[config.mk]
export PLATFORM = sky130hd
export DESIGN_NAME = ctrl_pipe
export DESIGN_NICKNAME = d
export VERILOG_FILES = /design/src/rtl/ctrl_pkg.sv /design/src/rtl/ctrl_decode.sv /design/src/rtl/ctrl_pipe.sv
export SDC_FILE = /design/constraint.sdc
export NUM_CORES = 1
export LEC_CHECK = 0
export CORE_UTILIZATION = 64
export CTS_CLUSTER_DIAMETER = 80
export DETAILED_ROUTE_END_ITERATION = 16
export DONT_BUFFER_PORTS = 1
export PLACE_DENSITY = 0.83
export SYNTH_ARGS = -nofsm -noshare
export SYNTH_HDL_FRONTEND = slang
export SYNTH_SLANG_ARGS = --single-unit
[constraint.sdc]
create_clock -name clk -period 2.8 [get_ports clk]
set_input_delay 0.14 -clock clk [delete_from_list [all_inputs] [get_ports clk]]
set_output_delay 0.14 -clock clk [all_outputs]
set_load 0.01 [all_outputs]
[src/rtl/ctrl_pkg.sv]
// ctrl_pkg: shared definitions for the pipelined control unit.
//   - opcode constants for the 16-bit, 4-bit-opcode CPU
//   - ALU operation constants
//   - ctrl_t: control bundle carried through ID/EX, EX/MEM, MEM/WB
//   - state_t: drain/halt FSM states
package ctrl_pkg;

   localparam int CTRL_ALU_W = 3;

   localparam logic [3:0] OP_ADD    = 4'h0;
   localparam logic [3:0] OP_SUB    = 4'h1;
   localparam logic [3:0] OP_XOR    = 4'h2;
   localparam logic [3:0] OP_RED    = 4'h3;
   localparam logic [3:0] OP_SLL    = 4'h4;
   localparam logic [3:0] OP_SRA    = 4'h5;
   localparam logic [3:0] OP_ROR    = 4'h6;
   localparam logic [3:0] OP_PADDSB = 4'h7;
   localparam logic [3:0] OP_LW     = 4'h8;
   localparam logic [3:0] OP_SW     = 4'h9;
   localparam logic [3:0] OP_LHB    = 4'hA;
   localparam logic [3:0] OP_LLB    = 4'hB;
   localparam logic [3:0] OP_B      = 4'hC;
   localparam logic [3:0] OP_BR     = 4'hD;
   localparam logic [3:0] OP_PCS    = 4'hE;
   localparam logic [3:0] OP_HLT    = 4'hF;

   localparam logic [CTRL_ALU_W-1:0] ALU_ADD    = 3'b000;
   localparam logic [CTRL_ALU_W-1:0] ALU_SUB    = 3'b001;
   localparam logic [CTRL_ALU_W-1:0] ALU_XOR    = 3'b010;
   localparam logic [CTRL_ALU_W-1:0] ALU_RED    = 3'b011;
   localparam logic [CTRL_ALU_W-1:0] ALU_SLL    = 3'b100;
   localparam logic [CTRL_ALU_W-1:0] ALU_SRA    = 3'b101;
   localparam logic [CTRL_ALU_W-1:0] ALU_ROR    = 3'b110;
   localparam logic [CTRL_ALU_W-1:0] ALU_PADDSB = 3'b111;

   typedef struct packed {
      logic                  jump;
      logic                  branch;
      logic                  memread;
      logic                  memtoreg;
      logic                  memwrite;
      logic                  alusrc;
      logic                  regwrite;
      logic                  halt;
      logic [CTRL_ALU_W-1:0] alu_op;
   } ctrl_t;

   typedef enum logic [1:0] {
      ST_RUN    = 2'd0,
      ST_DRAIN  = 2'd1,
      ST_HALTED = 2'd2
   } state_t;

endpackage

[src/rtl/ctrl_decode.sv]
// ctrl_decode: combinational opcode -> control bundle decode for the ID stage.
// Ports:
//   opcode   in   4-bit opcode
//   ctrl     out  control bundle
//   rs_used  out  instruction reads rs
//   rt_used  out  instruction reads rt
module ctrl_decode
   import ctrl_pkg::*;
(
   input  logic [3:0] opcode,
   output ctrl_t      ctrl,
   output logic       rs_used,
   output logic       rt_used
);

   always_comb begin
      ctrl = '0;
      case (opcode)
         OP_ADD:    ctrl.alu_op = ALU_ADD;
         OP_SUB:    ctrl.alu_op = ALU_SUB;
         OP_XOR:    ctrl.alu_op = ALU_XOR;
         OP_RED:    ctrl.alu_op = ALU_RED;
         OP_SLL:    begin ctrl.alu_op = ALU_SLL; ctrl.alusrc = 1'b1; end
         OP_SRA:    begin ctrl.alu_op = ALU_SRA; ctrl.alusrc = 1'b1; end
         OP_ROR:    begin ctrl.alu_op = ALU_ROR; ctrl.alusrc = 1'b1; end
         OP_PADDSB: ctrl.alu_op = ALU_PADDSB;
         OP_LW: begin
            ctrl.alu_op   = ALU_ADD;
            ctrl.alusrc   = 1'b1;
            ctrl.memread  = 1'b1;
            ctrl.memtoreg = 1'b1;
         end
         OP_SW: begin
            ctrl.alu_op   = ALU_ADD;
            ctrl.alusrc   = 1'b1;
            ctrl.memwrite = 1'b1;
         end
         OP_LHB, OP_LLB: begin
            ctrl.alu_op = ALU_ADD;
            ctrl.alusrc = 1'b1;
         end
         OP_B:      ctrl.branch = 1'b1;
         OP_BR: begin
            ctrl.branch = 1'b1;
            ctrl.jump   = 1'b1;
            ctrl.alusrc = 1'b1;
         end
         OP_HLT:    ctrl.halt = 1'b1;
         default:   ;  // PCS: only regwrite, set below
      endcase
      ctrl.regwrite = !(opcode inside {OP_SW, OP_B, OP_BR, OP_HLT});
      // rs: all ALU ops plus LW/SW address base, and BR target
      rs_used = (opcode <= OP_SW) || (opcode == OP_BR);
      // rt: two-operand ALU ops, and SW store data
      rt_used = (opcode <= OP_RED) || (opcode == OP_PADDSB) || (opcode == OP_SW);
   end

endmodule

[src/rtl/ctrl_pipe.sv]
// ctrl_pipe: pipelined control unit for the five-stage datapath.
// Decodes in ID, carries valid/control/rd through EX, MEM and WB,
// detects load-use hazards, applies branch flushes, drains on HLT.
// Ports:
//   clk, rst_n                  clock, async active-low reset
//   id_valid, id_opcode         instruction in IF/ID
//   id_rs, id_rt, id_rd         register fields in ID
//   ex_br_taken                 branch resolved taken in EX
//   stall_o, flush_o            hold PC+IF/ID, squash IF/ID
//   ex_alu_op .. ex_jump        EX controls
//   mem_read, mem_write         MEM controls
//   wb_regwrite, wb_memtoreg    WB controls
//   wb_rd                       WB destination register
//   halted_o                    core halted (sticky until reset)
module ctrl_pipe
   import ctrl_pkg::*;
#(
   parameter int REG_AW  = 4,
   parameter int ALU_OPW = 3
) (
   input  logic               clk,
   input  logic               rst_n,
   input  logic               id_valid,
   input  logic [3:0]         id_opcode,
   input  logic [REG_AW-1:0]  id_rs,
   input  logic [REG_AW-1:0]  id_rt,
   input  logic [REG_AW-1:0]  id_rd,
   input  logic               ex_br_taken,
   output logic               stall_o,
   output logic               flush_o,
   output logic [ALU_OPW-1:0] ex_alu_op,
   output logic               ex_alusrc,
   output logic               ex_branch,
   output logic               ex_jump,
   output logic               mem_read,
   output logic               mem_write,
   output logic               wb_regwrite,
   output logic               wb_memtoreg,
   output logic [REG_AW-1:0]  wb_rd,
   output logic               halted_o
);

   // stage 1 = ID/EX, 2 = EX/MEM, 3 = MEM/WB
   localparam int STAGES = 3;

   ctrl_t              dec;
   logic               rs_used, rt_used;
   logic [STAGES:1]    vld_pipe;
   ctrl_t              ctl_pipe [STAGES:1];
   logic [REG_AW-1:0]  rd_pipe  [STAGES:1];
   state_t             state, state_nxt;
   logic               hazard;
   logic               ins_vld;  // ID instruction enters EX at this edge

   ctrl_decode u_dec (
      .opcode  (id_opcode),
      .ctrl    (dec),
      .rs_used (rs_used),
      .rt_used (rt_used)
   );

   // Load-use: loaded value not available to the dependent instruction
   // until the load has left MEM; rd = 0 is the hardwired zero register.
   always_comb begin
      hazard = id_valid && vld_pipe[1] && ctl_pipe[1].memread &&
               (rd_pipe[1] != '0) &&
               ((rs_used && (id_rs == rd_pipe[1])) ||
                (rt_used && (id_rt == rd_pipe[1])));
   end

   // FSM: state register
   always_ff @(posedge clk or negedge rst_n) begin
      if (!rst_n) state <= ST_RUN;
      else        state <= state_nxt;
   end

   // FSM: next state
   always_comb begin
      state_nxt = state;
      case (state)
         ST_RUN:    if (ins_vld && dec.halt) state_nxt = ST_DRAIN;
         ST_DRAIN:  if (vld_pipe[STAGES] && ctl_pipe[STAGES].halt) state_nxt = ST_HALTED;
         ST_HALTED: state_nxt = ST_HALTED;
         default:   state_nxt = ST_RUN;
      endcase
   end

   // FSM: outputs. Flush beats stall; outside RUN only bubbles enter EX.
   always_comb begin
      ins_vld  = (state == ST_RUN) && id_valid && !ex_br_taken && !hazard;
      stall_o  = (state != ST_RUN) || (hazard && !ex_br_taken);
      flush_o  = ex_br_taken && (state != ST_HALTED);
      halted_o = (state == ST_HALTED);
   end

   // Stage registers. Bubbles are stored as all-zero so a halted core
   // naturally settles to empty stages.
   always_ff @(posedge clk or negedge rst_n) begin
      if (!rst_n) begin
         vld_pipe <= '0;
         for (int s = 1; s <= STAGES; s++) begin
            ctl_pipe[s] <= '0;
            rd_pipe[s]  <= '0;
         end
      end else begin
         vld_pipe    <= {vld_pipe[STAGES-1:1], ins_vld};
         ctl_pipe[1] <= ins_vld ? dec   : '0;
         rd_pipe[1]  <= ins_vld ? id_rd : '0;
         for (int s = 2; s <= STAGES; s++) begin
            ctl_pipe[s] <= ctl_pipe[s-1];
            rd_pipe[s]  <= rd_pipe[s-1];
         end
      end
   end

   always_comb begin
      ex_alu_op   = vld_pipe[1] ? ALU_OPW'(ctl_pipe[1].alu_op) : '0;
      ex_alusrc   = vld_pipe[1] && ctl_pipe[1].alusrc;
      ex_branch   = vld_pipe[1] && ctl_pipe[1].branch;
      ex_jump     = vld_pipe[1] && ctl_pipe[1].jump;
      mem_read    = vld_pipe[2] && ctl_pipe[2].memread;
      mem_write   = vld_pipe[2] && ctl_pipe[2].memwrite;
      wb_regwrite = vld_pipe[3] && ctl_pipe[3].regwrite;
      wb_memtoreg = vld_pipe[3] && ctl_pipe[3].memtoreg;
      wb_rd       = vld_pipe[3] ? rd_pipe[3] : '0;
   end

endmodule

==> results of run 1 <==
[power by group through the flow]
| stage | clock network, mW | registers, mW | logic, mW |
|---|---|---|---|
| detailed placement | 0 | 0.585 | 0.208 |
| floorplan | 0 | 0.571 | 0.173 |
| global route | 0.353 | 0.584 | 0.248 |
| finish | 0.323 | 0.577 | 0.230 |
| global placement | 0 | 0.580 | 0.188 |
| CTS | 0.328 | 0.577 | 0.231 |
[worst paths after layout]
| check | endpoint | startpoint | depth (start not counted) |
|---|---|---|---|
| worst max-delay path | ctl_pipe[0] | rd_pipe[3] | 5 |
| min in group asynchronous | rd_pipe[5] | rst_n | 2 |
| worst min register to register | rd_pipe[8] | rd_pipe[4] | 0 |
| worst max register to register | ctl_pipe[0] | rd_pipe[3] | 5 |
| max in group asynchronous | rd_pipe[10] | rst_n | 2 |
| worst min-delay path | ctl_pipe[5] | id_opcode[2] | 3 |
[layout by cell type (no fill, tap or decap), types with 2 or more instances in the layout]
cell	count
sky130_fd_sc_hd__nor2_1	2
sky130_fd_sc_hd__xor2_1	8
sky130_fd_sc_hd__dlygate4sd3_1	10
sky130_fd_sc_hd__nand2b_1	2
sky130_fd_sc_hd__clkbuf_8	3
sky130_fd_sc_hd__nor2b_1	2
sky130_fd_sc_hd__clkbuf_4	5
sky130_fd_sc_hd__nand2_1	2
sky130_fd_sc_hd__inv_1	3
sky130_fd_sc_hd__nor4b_1	2
sky130_fd_sc_hd__dfrtp_1	34
sky130_fd_sc_hd__nor4_1	9
sky130_fd_sc_hd__ha_1	4
sky130_fd_sc_hd__o21ai_0	2
sky130_fd_sc_hd__nor3b_1	4
sky130_fd_sc_hd__mux2_4	2
sky130_fd_sc_hd__nand3_1	3
sky130_fd_sc_hd__and2_1	14
[cell type report]
cell class	count	area, um2
clock buffers	8	78.83
inverters	3	11.26
flip-flops and latches	34	850.8
well taps	27	33.78
multi-input cells	70	513.0
repair buffers	11	120.1
fillers	125	394.1
[flip-flops by register name, summed over array words and instances, names as in the netlist]
name	cells
state	2
vld_pipe	3
rd_pipe	12
ctl_pipe	17
[routing by layer]
metal,track usage,vias to the layer above,part of all wire
li1,-,415,-
met1,0.2882,415,0.39
met2,0.4329,28,0.54
met3,0.09657,7,0.052
met4,0.08333,0,0.022
met5,0,-,0
[worst reg2reg max path: cells and delay by family (launching register included)]
kind	cells	cell delay [ps]
simple gates	3	970
buf+inv	1	570
flops	1	430
xor+xnor	1	180
[through the flow]
stage          cells  hold slack [ps]  instance area (um2)
5_1_grt          153            18.74                 1608
3_5_place_dp     134           -154.9                 1409
6_report         153            15.95                 1608
4_1_cts          153           0.9693                 1608
3_3_place_gp     134           -154.8                 1409
2_1_floorplan    111           -155.6                 1401
[kinds of logic (layout without fill, tap and decap cells)]
logic type / Yosys count / count (layout) / synth area share
compound gates: 8 / 8 / 0.04019
xor+xnor: 8 / 8 / 0.05000
fa+ha+maj: 5 / 5 / 0.04286
buf+inv: 7 / 22 / 0.02678
flops: 34 / 34 / 0.6071
mux: 2 / 2 / 0.02143
simple gates: 47 / 47 / 0.2116
[timing repair]
| action | in CTS | in global routing |
|---|---|---|
| endpoints found under the hold margin | 48 | 0 |
| hold buffers | 11 | 0 |
| resized for setup | 0 | 0 |
| setup buffers | 0 | 0 |
==> flow_summary.html, run 1 <==
<table>
<tr><th>Metric</th><th>Value</th></tr>
<tr><th colspan="2">Yosys</th></tr>
<tr><td>Cell type with the highest aggregate area in the netlist</td><td>sky130_fd_sc_hd__dfrtp_1</td></tr>
<tr><td>Proportion of synthesized chip area in sequential cells</td><td>0.6071</td></tr>
<tr><td>Asr flop ratio synth</td><td>1.000</td></tr>
<tr><td>Syn Nets</td><td>135</td></tr>
<tr><td>Distinct cell type count of the synthesized netlist</td><td>31</td></tr>
<tr><td>Mapped cell area</td><td>0.001401 mm2</td></tr>
<tr><td>Post-synthesis sequential element count</td><td>34</td></tr>
<tr><td>Avg Cell Area, Syn</td><td>12.62 um2</td></tr>
<tr><td>Most numerous cell in the Yosys netlist</td><td>sky130_fd_sc_hd__dfrtp_1</td></tr>
<tr><td>Most used standard cells in the synthesized netlist</td><td>sky130_fd_sc_hd__dfrtp_1 (34), sky130_fd_sc_hd__and2_1 (14), sky130_fd_sc_hd__nor4_1 (9), sky130_fd_sc_hd__xor2_1 (8)</td></tr>
<tr><td>Share of the synthesized area in the top cell type</td><td>0.6071</td></tr>
<tr><td>Synthesis warning total</td><td>0</td></tr>
<tr><td>Primary FF master, synth</td><td>sky130_fd_sc_hd__dfrtp_1</td></tr>
<tr><td>Synthesized netlist cell count</td><td>111</td></tr>
<tr><td>Number of enable flip-flop cells after synthesis</td><td>0</td></tr>
<tr><td>Synth area leaders</td><td>sky130_fd_sc_hd__dfrtp_1 (61%), sky130_fd_sc_hd__and2_1 (6.3%), sky130_fd_sc_hd__xor2_1 (5.0%)</td></tr>
<tr><th colspan="2">Global routing</th></tr>
<tr><td>Global-route wire length before repair</td><td>4.284 mm</td></tr>
<tr><td>GRT Residual Overflow</td><td>0</td></tr>
<tr><td>Pin count of the biggest net entering global routing</td><td>35</td></tr>
<tr><td>Initial antenna violation count</td><td>0</td></tr>
<tr><td>GR Util All Layers</td><td>0.2519</td></tr>
<tr><td>Vias in the first global route</td><td>937</td></tr>
<tr><th colspan="2">Route</th></tr>
<tr><td>Vias after detailed routing</td><td>865</td></tr>
<tr><td>Routed vias/inst</td><td>5.654</td></tr>
<tr><td>Drt first-iter violations</td><td>15</td></tr>
<tr><td>DR DRC count</td><td>0</td></tr>
<tr><td>Number of search-and-repair iterations in the first detailed-routing pass</td><td>4</td></tr>
<tr><td>Detailed-route wire length</td><td>2.545 mm</td></tr>
<tr><td>Final routed wire length divided by cell count</td><td>16.63 um</td></tr>
<tr><td>Final antenna-violating net count</td><td>0</td></tr>
<tr><th colspan="2">Clock network</th></tr>
<tr><td>Clock tree from TritonCTS</td><td>yes</td></tr>
<tr><td>Cell at the root of the clock tree</td><td>sky130_fd_sc_hd__clkbuf_4</td></tr>
<tr><td>Deepest level of the CTS H-tree</td><td>2</td></tr>
<tr><td>Clock slew seen by the registers of the worst setup and hold paths</td><td>100 ps</td></tr>
<tr><td>Buffer levels on the longest clock path</td><td>2</td></tr>
<tr><td>Clock latency at the later pin of the worst-skew pair</td><td>330 ps</td></tr>
<tr><td>Number of buffers added by the clock tree synthesis step</td><td>5</td></tr>
<tr><td>Clock sink count</td><td>34</td></tr>
<tr><th colspan="2">Timing</th></tr>
<tr><td>Measured slew at the worst slew-check pin</td><td>503.0 ps</td></tr>
<tr><td>Fin worst setup slack</td><td>539.9 ps</td></tr>
<tr><td>Worst clock skew</td><td>4.764 ps</td></tr>
<tr><td>Tcrit/Tclk final</td><td>0.8072</td></tr>
<tr><td>Number of pins exceeding their max-slew limit in the final report</td><td>0</td></tr>
<tr><td>Post-Route Setup TNS</td><td>0 ps</td></tr>
<tr><td>Timing-limited maximum frequency</td><td>442.5 MHz</td></tr>
<tr><td>Setup-failing EPs final</td><td>0</td></tr>
<tr><td>RSZ-0062 raised after global routing</td><td>false</td></tr>
<tr><td>Crit path time final</td><td>2260 ps</td></tr>
<tr><td>Slew margin rel.</td><td>0.6646</td></tr>
<tr><td>Final-report hold violation count</td><td>0</td></tr>
<tr><th colspan="2">Cells and area</th></tr>
<tr><td>Net count reported at finish</td><td>149</td></tr>
<tr><td>Antenna diodes</td><td>0</td></tr>
<tr><td>Area growth from synthesis to layout</td><td>14.73%</td></tr>
<tr><td>Proportion of layout cells with a drive suffix above 1</td><td>0.1111</td></tr>
<tr><td>Fin util</td><td>0.8031</td></tr>
<tr><th colspan="2">Setup path</th></tr>
<tr><td>Category of the most critical setup path</td><td>reg -&gt; reg</td></tr>
<tr><td>Kind of launch point of the worst setup path</td><td>register</td></tr>
<tr><td>Cell with the biggest individual delay on the critical path</td><td>sky130_fd_sc_hd__dlygate4sd3_1</td></tr>
<tr><td>Buf+Inv Stages, Crit Path</td><td>1</td></tr>
<tr><td>Minimum setup slack among reg-to-reg paths</td><td>540 ps</td></tr>
<tr><td>Critical path's largest stage delay</td><td>570 ps</td></tr>
<tr><td>Worst path cell trace</td><td>xor2_1 &gt; nor4_1 &gt; and3_1 &gt; nor4b_1 &gt; dlygate4sd3_1</td></tr>
<tr><td>Data required time at the worst endpoint</td><td>3020 ps</td></tr>
<tr><td>Sort of element at the end of the critical path</td><td>register</td></tr>
<tr><td>Cell family with the largest share of critical-path delay</td><td>simple AND/OR/NAND/NOR gates</td></tr>
<tr><td>Arrival @ worst endpoint</td><td>2480 ps</td></tr>
<tr><td>Max Fanout on Critical Path</td><td>15</td></tr>
<tr><th colspan="2">Power</th></tr>
<tr><td>Clock network fraction of total power</td><td>0.286</td></tr>
<tr><td>Switching Fraction</td><td>0.2707</td></tr>
<tr><td>Cell Int Power</td><td>0.8242 mW</td></tr>
<tr><td>Total net switching power</td><td>0.3059 mW</td></tr>
<tr><td>Sequential fraction of design power</td><td>0.511</td></tr>
<tr><td>Power, Total</td><td>1.130 mW</td></tr>
<tr><td>LEAKAGE</td><td>0.7761 nW</td></tr>
<tr><td>Portion of total power attributed to combinational logic</td><td>0.204</td></tr>
<tr><td>Peak ir drop on the vdd network</td><td>593.4 uV</td></tr>
<tr><td>Cell Pwr Density</td><td>702.9 mW/mm2</td></tr>
<tr><th colspan="2">Die</th></tr>
<tr><td>Die height</td><td>48.80 um</td></tr>
<tr><td>Core ar.</td><td>0.002002 mm2</td></tr>
<tr><td>Floorplan die width</td><td>48.80 um</td></tr>
<tr><td>Die footprint</td><td>0.002381 mm2</td></tr>
<tr><td>I/O Pins</td><td>37</td></tr>
<tr><td>Number of core rows</td><td>16</td></tr>
<tr><td>Initial standard-cell utilization of the core</td><td>0.7000</td></tr>
<tr><th colspan="2">Outcome</th></tr>
<tr><td>Run status</td><td>completed</td></tr>
<tr><th colspan="2">Hold path</th></tr>
<tr><td>Class of the tightest hold or removal check</td><td>in -&gt; reg</td></tr>
<tr><th colspan="2">Placement</th></tr>
<tr><td>Setup slack after placement</td><td>1095 ps</td></tr>
<tr><td>Final RePlAce weighted congestion</td><td>0.7849</td></tr>
<tr><td>Count of buffers from port buffering</td><td>0</td></tr>
<tr><td>Detailed placement HPWL</td><td>1.680 mm</td></tr>
<tr><th colspan="2">Run</th></tr>
<tr><td>Number of maximum-capacitance violations</td><td>0</td></tr>
</table>
Note: power is estimated with default switching activity, not from simulation.
==> run 2: changes to the inputs <==
ABC_AREA = 1   (was not set)
CORE_UTILIZATION = 60   (was 64)
PLACE_DENSITY = 0.79   (was 0.83)
clock period = 2.26 ns   (was 2.8 ns; I/O delays follow)
==> run 2 against run 1 <==
Compared with the run above:
- global-route usage decreased by 0.59 points
- sequential share of layout area decreased by 1.7 points
- flip-flop and latch count stayed put
- area after synthesis up 3.8%
- first-iteration DRC count is 110% higher
- wire length rose by 8.0%
- fmax grew 15%
- core utilization decreased by 6.7 points
==> flow_summary.html, run 2 <==
<table>
<tr><th>Metric</th><th>Value</th></tr>
<tr><th colspan="2">Timing</th></tr>
<tr><td>Timing-limited maximum frequency</td><td>510.3 MHz (was 442.5 MHz)</td></tr>
<tr><td>Post-Route Setup TNS</td><td>0 ps (unchanged)</td></tr>
<tr><td>Final-report hold violation count</td><td>0 (unchanged)</td></tr>
<tr><td>RSZ-0062 raised after global routing</td><td>false (unchanged)</td></tr>
<tr><td>Slew margin rel.</td><td>0.7110 (was 0.6646)</td></tr>
<tr><td>Crit path time final</td><td>1960 ps (was 2260 ps)</td></tr>
<tr><td>Tcrit/Tclk final</td><td>0.8670 (was 0.8072)</td></tr>
<tr><td>Worst clock skew</td><td>7.668 ps (was 4.764 ps)</td></tr>
<tr><td>Measured slew at the worst slew-check pin</td><td>428.9 ps (was 503.0 ps)</td></tr>
<tr><td>Number of pins exceeding their max-slew limit in the final report</td><td>0 (unchanged)</td></tr>
<tr><td>Setup-failing EPs final</td><td>0 (unchanged)</td></tr>
<tr><th colspan="2">Hold path</th></tr>
<tr><td>Hold path startpoint</td><td>id_opcode[0] (was id_opcode[2])</td></tr>
<tr><td>Hold-critical path depth</td><td>2 (was 3)</td></tr>
<tr><td>Class of the tightest hold or removal check</td><td>in -&gt; reg (unchanged)</td></tr>
<tr><td>Worst Hold Path EP</td><td>ctl_pipe[5] (unchanged)</td></tr>
<tr><th colspan="2">Placement</th></tr>
<tr><td>Detailed placement HPWL</td><td>1.926 mm (was 1.680 mm)</td></tr>
<tr><td>Final RePlAce weighted congestion</td><td>0.7424 (was 0.7849)</td></tr>
<tr><td>Count of buffers from port buffering</td><td>0 (unchanged)</td></tr>
<tr><th colspan="2">Power</th></tr>
<tr><td>LEAKAGE</td><td>1.022 nW (was 0.7761 nW)</td></tr>
<tr><td>Cell Pwr Density</td><td>783.5 mW/mm2 (was 702.9 mW/mm2)</td></tr>
<tr><td>Power, Total</td><td>1.301 mW (was 1.130 mW)</td></tr>
<tr><td>Peak ir drop on the vdd network</td><td>589.1 uV (was 593.4 uV)</td></tr>
<tr><th colspan="2">Setup path</th></tr>
<tr><td>Buf+Inv Stages, Crit Path</td><td>2 (was 1)</td></tr>
<tr><td>Arrival @ worst endpoint</td><td>2170 ps (was 2480 ps)</td></tr>
<tr><td>Minimum setup slack among reg-to-reg paths</td><td>300 ps (was 540 ps)</td></tr>
<tr><td>Sort of element at the end of the critical path</td><td>register (unchanged)</td></tr>
<tr><td>Worst flop-to-flop path endpoint</td><td>ctl_pipe[8] (was ctl_pipe[0])</td></tr>
<tr><td>Critical path's largest stage delay</td><td>550 ps (was 570 ps)</td></tr>
<tr><td>Data required time at the worst endpoint</td><td>2470 ps (was 3020 ps)</td></tr>
<tr><td>Category of the most critical setup path</td><td>reg -&gt; reg (unchanged)</td></tr>
<tr><td>Register-to-Register Path Depth</td><td>10 (was 5)</td></tr>
<tr><td>Kind of launch point of the worst setup path</td><td>register (unchanged)</td></tr>
<tr><td>Cell family with the largest share of critical-path delay</td><td>simple AND/OR/NAND/NOR gates (unchanged)</td></tr>
<tr><td>Cell with the biggest individual delay on the critical path</td><td>sky130_fd_sc_hd__dlygate4sd3_1 (unchanged)</td></tr>
<tr><td>Worst path cell trace</td><td>inv_1 &gt; nand2_1 &gt; nand2_1 &gt; nor2_1 &gt; nand3_1 &gt; nand2_1 &gt; nand2_2 &gt; nand2_2 &gt; nor4_2 &gt; dlygate4sd3_1 (was xor2_1 &gt; nor4_1 &gt; and3_1 &gt; nor4b_1 &gt; dlygate4sd3_1)</td></tr>
<tr><td>Most common cell type on the critical path</td><td>sky130_fd_sc_hd__nand2_1</td></tr>
<tr><td>Reg-to-reg startpoint</td><td>rd_pipe[3] (unchanged)</td></tr>
<tr><td>Max Fanout on Critical Path</td><td>11 (was 15)</td></tr>
<tr><th colspan="2">Yosys</th></tr>
<tr><td>Syn Nets</td><td>193 (was 135)</td></tr>
<tr><td>Synthesized netlist cell count</td><td>169 (was 111)</td></tr>
<tr><td>Most used standard cells in the synthesized netlist</td><td>sky130_fd_sc_hd__nand2_1 (52), sky130_fd_sc_hd__inv_1 (39), sky130_fd_sc_hd__dfrtp_1 (34), sky130_fd_sc_hd__nor2_1 (17), sky130_fd_sc_hd__nand3_1 (5) (was sky130_fd_sc_hd__dfrtp_1 (34), sky130_fd_sc_hd__and2_1 (14), sky130_fd_sc_hd__nor4_1 (9), sky130_fd_sc_hd__xor2_1 (8))</td></tr>
<tr><td>Asr flop ratio synth</td><td>1.000 (unchanged)</td></tr>
<tr><td>Synth area leaders</td><td>sky130_fd_sc_hd__dfrtp_1 (58%), sky130_fd_sc_hd__nand2_1 (13%), sky130_fd_sc_hd__inv_1 (10%) (was sky130_fd_sc_hd__dfrtp_1 (61%), sky130_fd_sc_hd__and2_1 (6.3%), sky130_fd_sc_hd__xor2_1 (5.0%))</td></tr>
<tr><td>Share of the synthesized area in the top cell type</td><td>0.5847 (was 0.6071)</td></tr>
<tr><td>Mapped cell area</td><td>0.001455 mm2 (was 0.001401 mm2)</td></tr>
<tr><td>Distinct cell type count of the synthesized netlist</td><td>16 (was 31)</td></tr>
<tr><td>Most numerous cell in the Yosys netlist</td><td>sky130_fd_sc_hd__nand2_1 (was sky130_fd_sc_hd__dfrtp_1)</td></tr>
<tr><td>Primary FF master, synth</td><td>sky130_fd_sc_hd__dfrtp_1 (unchanged)</td></tr>
<tr><td>Proportion of synthesized chip area in sequential cells</td><td>0.5847 (was 0.6071)</td></tr>
<tr><td>Post-synthesis sequential element count</td><td>34 (unchanged)</td></tr>
<tr><td>Synthesis warning total</td><td>0 (unchanged)</td></tr>
<tr><td>Avg Cell Area, Syn</td><td>8.610 um2 (was 12.62 um2)</td></tr>
<tr><td>Cell type with the highest aggregate area in the netlist</td><td>sky130_fd_sc_hd__dfrtp_1 (unchanged)</td></tr>
<tr><td>Number of enable flip-flop cells after synthesis</td><td>0 (unchanged)</td></tr>
<tr><th colspan="2">Die</th></tr>
<tr><td>Die height</td><td>51.25 um (was 48.80 um)</td></tr>
<tr><td>I/O Pins</td><td>37 (unchanged)</td></tr>
<tr><td>Number of core rows</td><td>17 (was 16)</td></tr>
<tr><td>Core ar.</td><td>0.002255 mm2 (was 0.002002 mm2)</td></tr>
<tr><td>Die footprint</td><td>0.002626 mm2 (was 0.002381 mm2)</td></tr>
<tr><td>Initial standard-cell utilization of the core</td><td>0.6454 (was 0.7000)</td></tr>
<tr><td>Floorplan die width</td><td>51.25 um (was 48.80 um)</td></tr>
<tr><th colspan="2">Global routing</th></tr>
<tr><td>Pin count of the biggest net entering global routing</td><td>35 (unchanged)</td></tr>
<tr><td>GRT Residual Overflow</td><td>0 (unchanged)</td></tr>
<tr><td>Initial antenna violation count</td><td>0 (unchanged)</td></tr>
<tr><td>GR Util All Layers</td><td>0.2460 (was 0.2519)</td></tr>
<tr><td>Vias in the first global route</td><td>998 (was 937)</td></tr>
<tr><td>Global-route wire length before repair</td><td>4.367 mm (was 4.284 mm)</td></tr>
<tr><th colspan="2">Cells and area</th></tr>
<tr><td>Antenna diodes</td><td>0 (unchanged)</td></tr>
<tr><td>Area growth from synthesis to layout</td><td>14.10% (was 14.73%)</td></tr>
<tr><td>Flip-flop count of the largest register after layout</td><td>17 (unchanged)</td></tr>
<tr><td>Commonest cells after routing, fill and taps aside</td><td>sky130_fd_sc_hd__nand2_1 (52), sky130_fd_sc_hd__inv_1 (39), sky130_fd_sc_hd__dfrtp_1 (34) (was sky130_fd_sc_hd__dfrtp_1 (34), sky130_fd_sc_hd__and2_1 (14), sky130_fd_sc_hd__dlygate4sd3_1 (10))</td></tr>
<tr><td>Proportion of layout cells with a drive suffix above 1</td><td>0.08065 (was 0.1111)</td></tr>
<tr><td>Most flop-heavy register</td><td>ctl_pipe (unchanged)</td></tr>
<tr><td>Largest registers</td><td>ctl_pipe: 17 flops, rd_pipe: 12 flops, vld_pipe: 3 flops (unchanged)</td></tr>
<tr><td>Net count reported at finish</td><td>211 (was 149)</td></tr>
<tr><td>Commonest non-fill, non-tap cell in the layout</td><td>sky130_fd_sc_hd__nand2_1 (was sky130_fd_sc_hd__dfrtp_1)</td></tr>
<tr><th colspan="2">Clock network</th></tr>
<tr><td>Deepest level of the CTS H-tree</td><td>2 (unchanged)</td></tr>
<tr><td>Hold-fix buffer count after cts</td><td>12 (was 11)</td></tr>
<tr><td>Clock slew seen by the registers of the worst setup and hold paths</td><td>90 ps (was 100 ps)</td></tr>
<tr><td>Clock sink count</td><td>34 (unchanged)</td></tr>
<tr><td>Cell at the root of the clock tree</td><td>sky130_fd_sc_hd__clkbuf_4 (unchanged)</td></tr>
<tr><td>Buffer levels on the longest clock path</td><td>2 (unchanged)</td></tr>
<tr><td>Buffers inserted during post-CTS setup optimization</td><td>0 (unchanged)</td></tr>
<tr><td>Clock tree from TritonCTS</td><td>yes (unchanged)</td></tr>
<tr><td>Clock latency at the later pin of the worst-skew pair</td><td>320 ps (was 330 ps)</td></tr>
<tr><td>Number of buffers added by the clock tree synthesis step</td><td>5 (unchanged)</td></tr>
<tr><td>Count of cells resized by post-cts repair</td><td>0 (unchanged)</td></tr>
<tr><th colspan="2">Route</th></tr>
<tr><td>Number of search-and-repair iterations in the first detailed-routing pass</td><td>5 (was 4)</td></tr>
<tr><td>Vias after detailed routing</td><td>1075 (was 865)</td></tr>
<tr><td>Final antenna-violating net count</td><td>0 (unchanged)</td></tr>
<tr><td>Detailed-route wire length</td><td>2.748 mm (was 2.545 mm)</td></tr>
<tr><td>Drt first-iter violations</td><td>32 (was 15)</td></tr>
<tr><td>Final routed wire length divided by cell count</td><td>12.84 um (was 16.63 um)</td></tr>
<tr><td>Routed vias/inst</td><td>5.023 (was 5.654)</td></tr>
<tr><td>DR DRC count</td><td>0 (unchanged)</td></tr>
<tr><th colspan="2">Outcome</th></tr>
<tr><td>Run status</td><td>completed (unchanged)</td></tr>
<tr><th colspan="2">Run</th></tr>
<tr><td>Number of maximum-capacitance violations</td><td>0 (unchanged)</td></tr>
</table>
## run 2: cell families after synthesis
| group | synth area share |
|---|---|
| AND/OR/NAND/NOR | 0.2416 |
| buffers and inverters | 0.1109 |
| flip-flops | 0.5847 |
| AO/OA/AOI/OAI | 0.02837 |
| adder cells (fa/ha/maj) | 0.03440 |
## run 2: metrics by stage
stage	cells	setup slack (ps)	utilization	hold slack [ps]	cell area [um2]
CTS	214	318.2	0.7364	6.404	1660
global route	214	149.7	0.7364	32.01	1660
finish	214	300.5	0.7364	19.26	1660
global placement	196	835.2	0.6559	-181.9	1479
detailed placement	196	740.3	0.6559	-181.9	1479
floorplan	169	965.4	-	-182.6	1455
## run 2: cell type report
cell class | instances | area [um2]
clock buffers | 6 | 51.30
fillers | 177 | 594.3
inverters | 40 | 150.1
multi-input cells | 94 | 442.9
flip-flops and latches | 34 | 850.8
well taps | 28 | 35.03
repair buffers | 12 | 130.1
## run 2: per-layer routing
layer | GRT usage | up-vias | part of all wire
li1 | - | 524 | -
met1 | 0.2376 | 506 | 0.37
met2 | 0.4605 | 38 | 0.57
met3 | 0.06845 | 7 | 0.037
met4 | 0.1396 | 0 | 0.024
met5 | 0 | - | 0
## run 2: worst max path at each step
stage	start	to	slack [ps]	cells past startpoint
floorplan	state[0]	state[0]	970	9
global placement	state[0]	ctl_pipe[0]	840	8
detailed placement	rd_pipe[3]	ctl_pipe[0]	740	11
CTS	state[0]	ctl_pipe[8]	320	7
global route	state[0]	ctl_pipe[8]	150	7
finish	rd_pipe[3]	ctl_pipe[8]	300	10
## run 2: power by group
part / internal [mW] / total, mW / switching (mW) / leakage (nW)
combinational: 0.0934 / 0.275 / 0.181 / 0.526
clock: 0.140 / 0.312 / 0.172 / 0.0302
sequential: 0.670 / 0.714 / 0.0446 / 0.466
total: 0.903 / 1.30 / 0.398 / 1.02
## run 2: worst register-to-register path, delay by kind of cell, from the launching register on
family	cells	cell delay [ps]
and+or+nand+nor	8	800
buffers and inverters	2	650
DFF	1	400
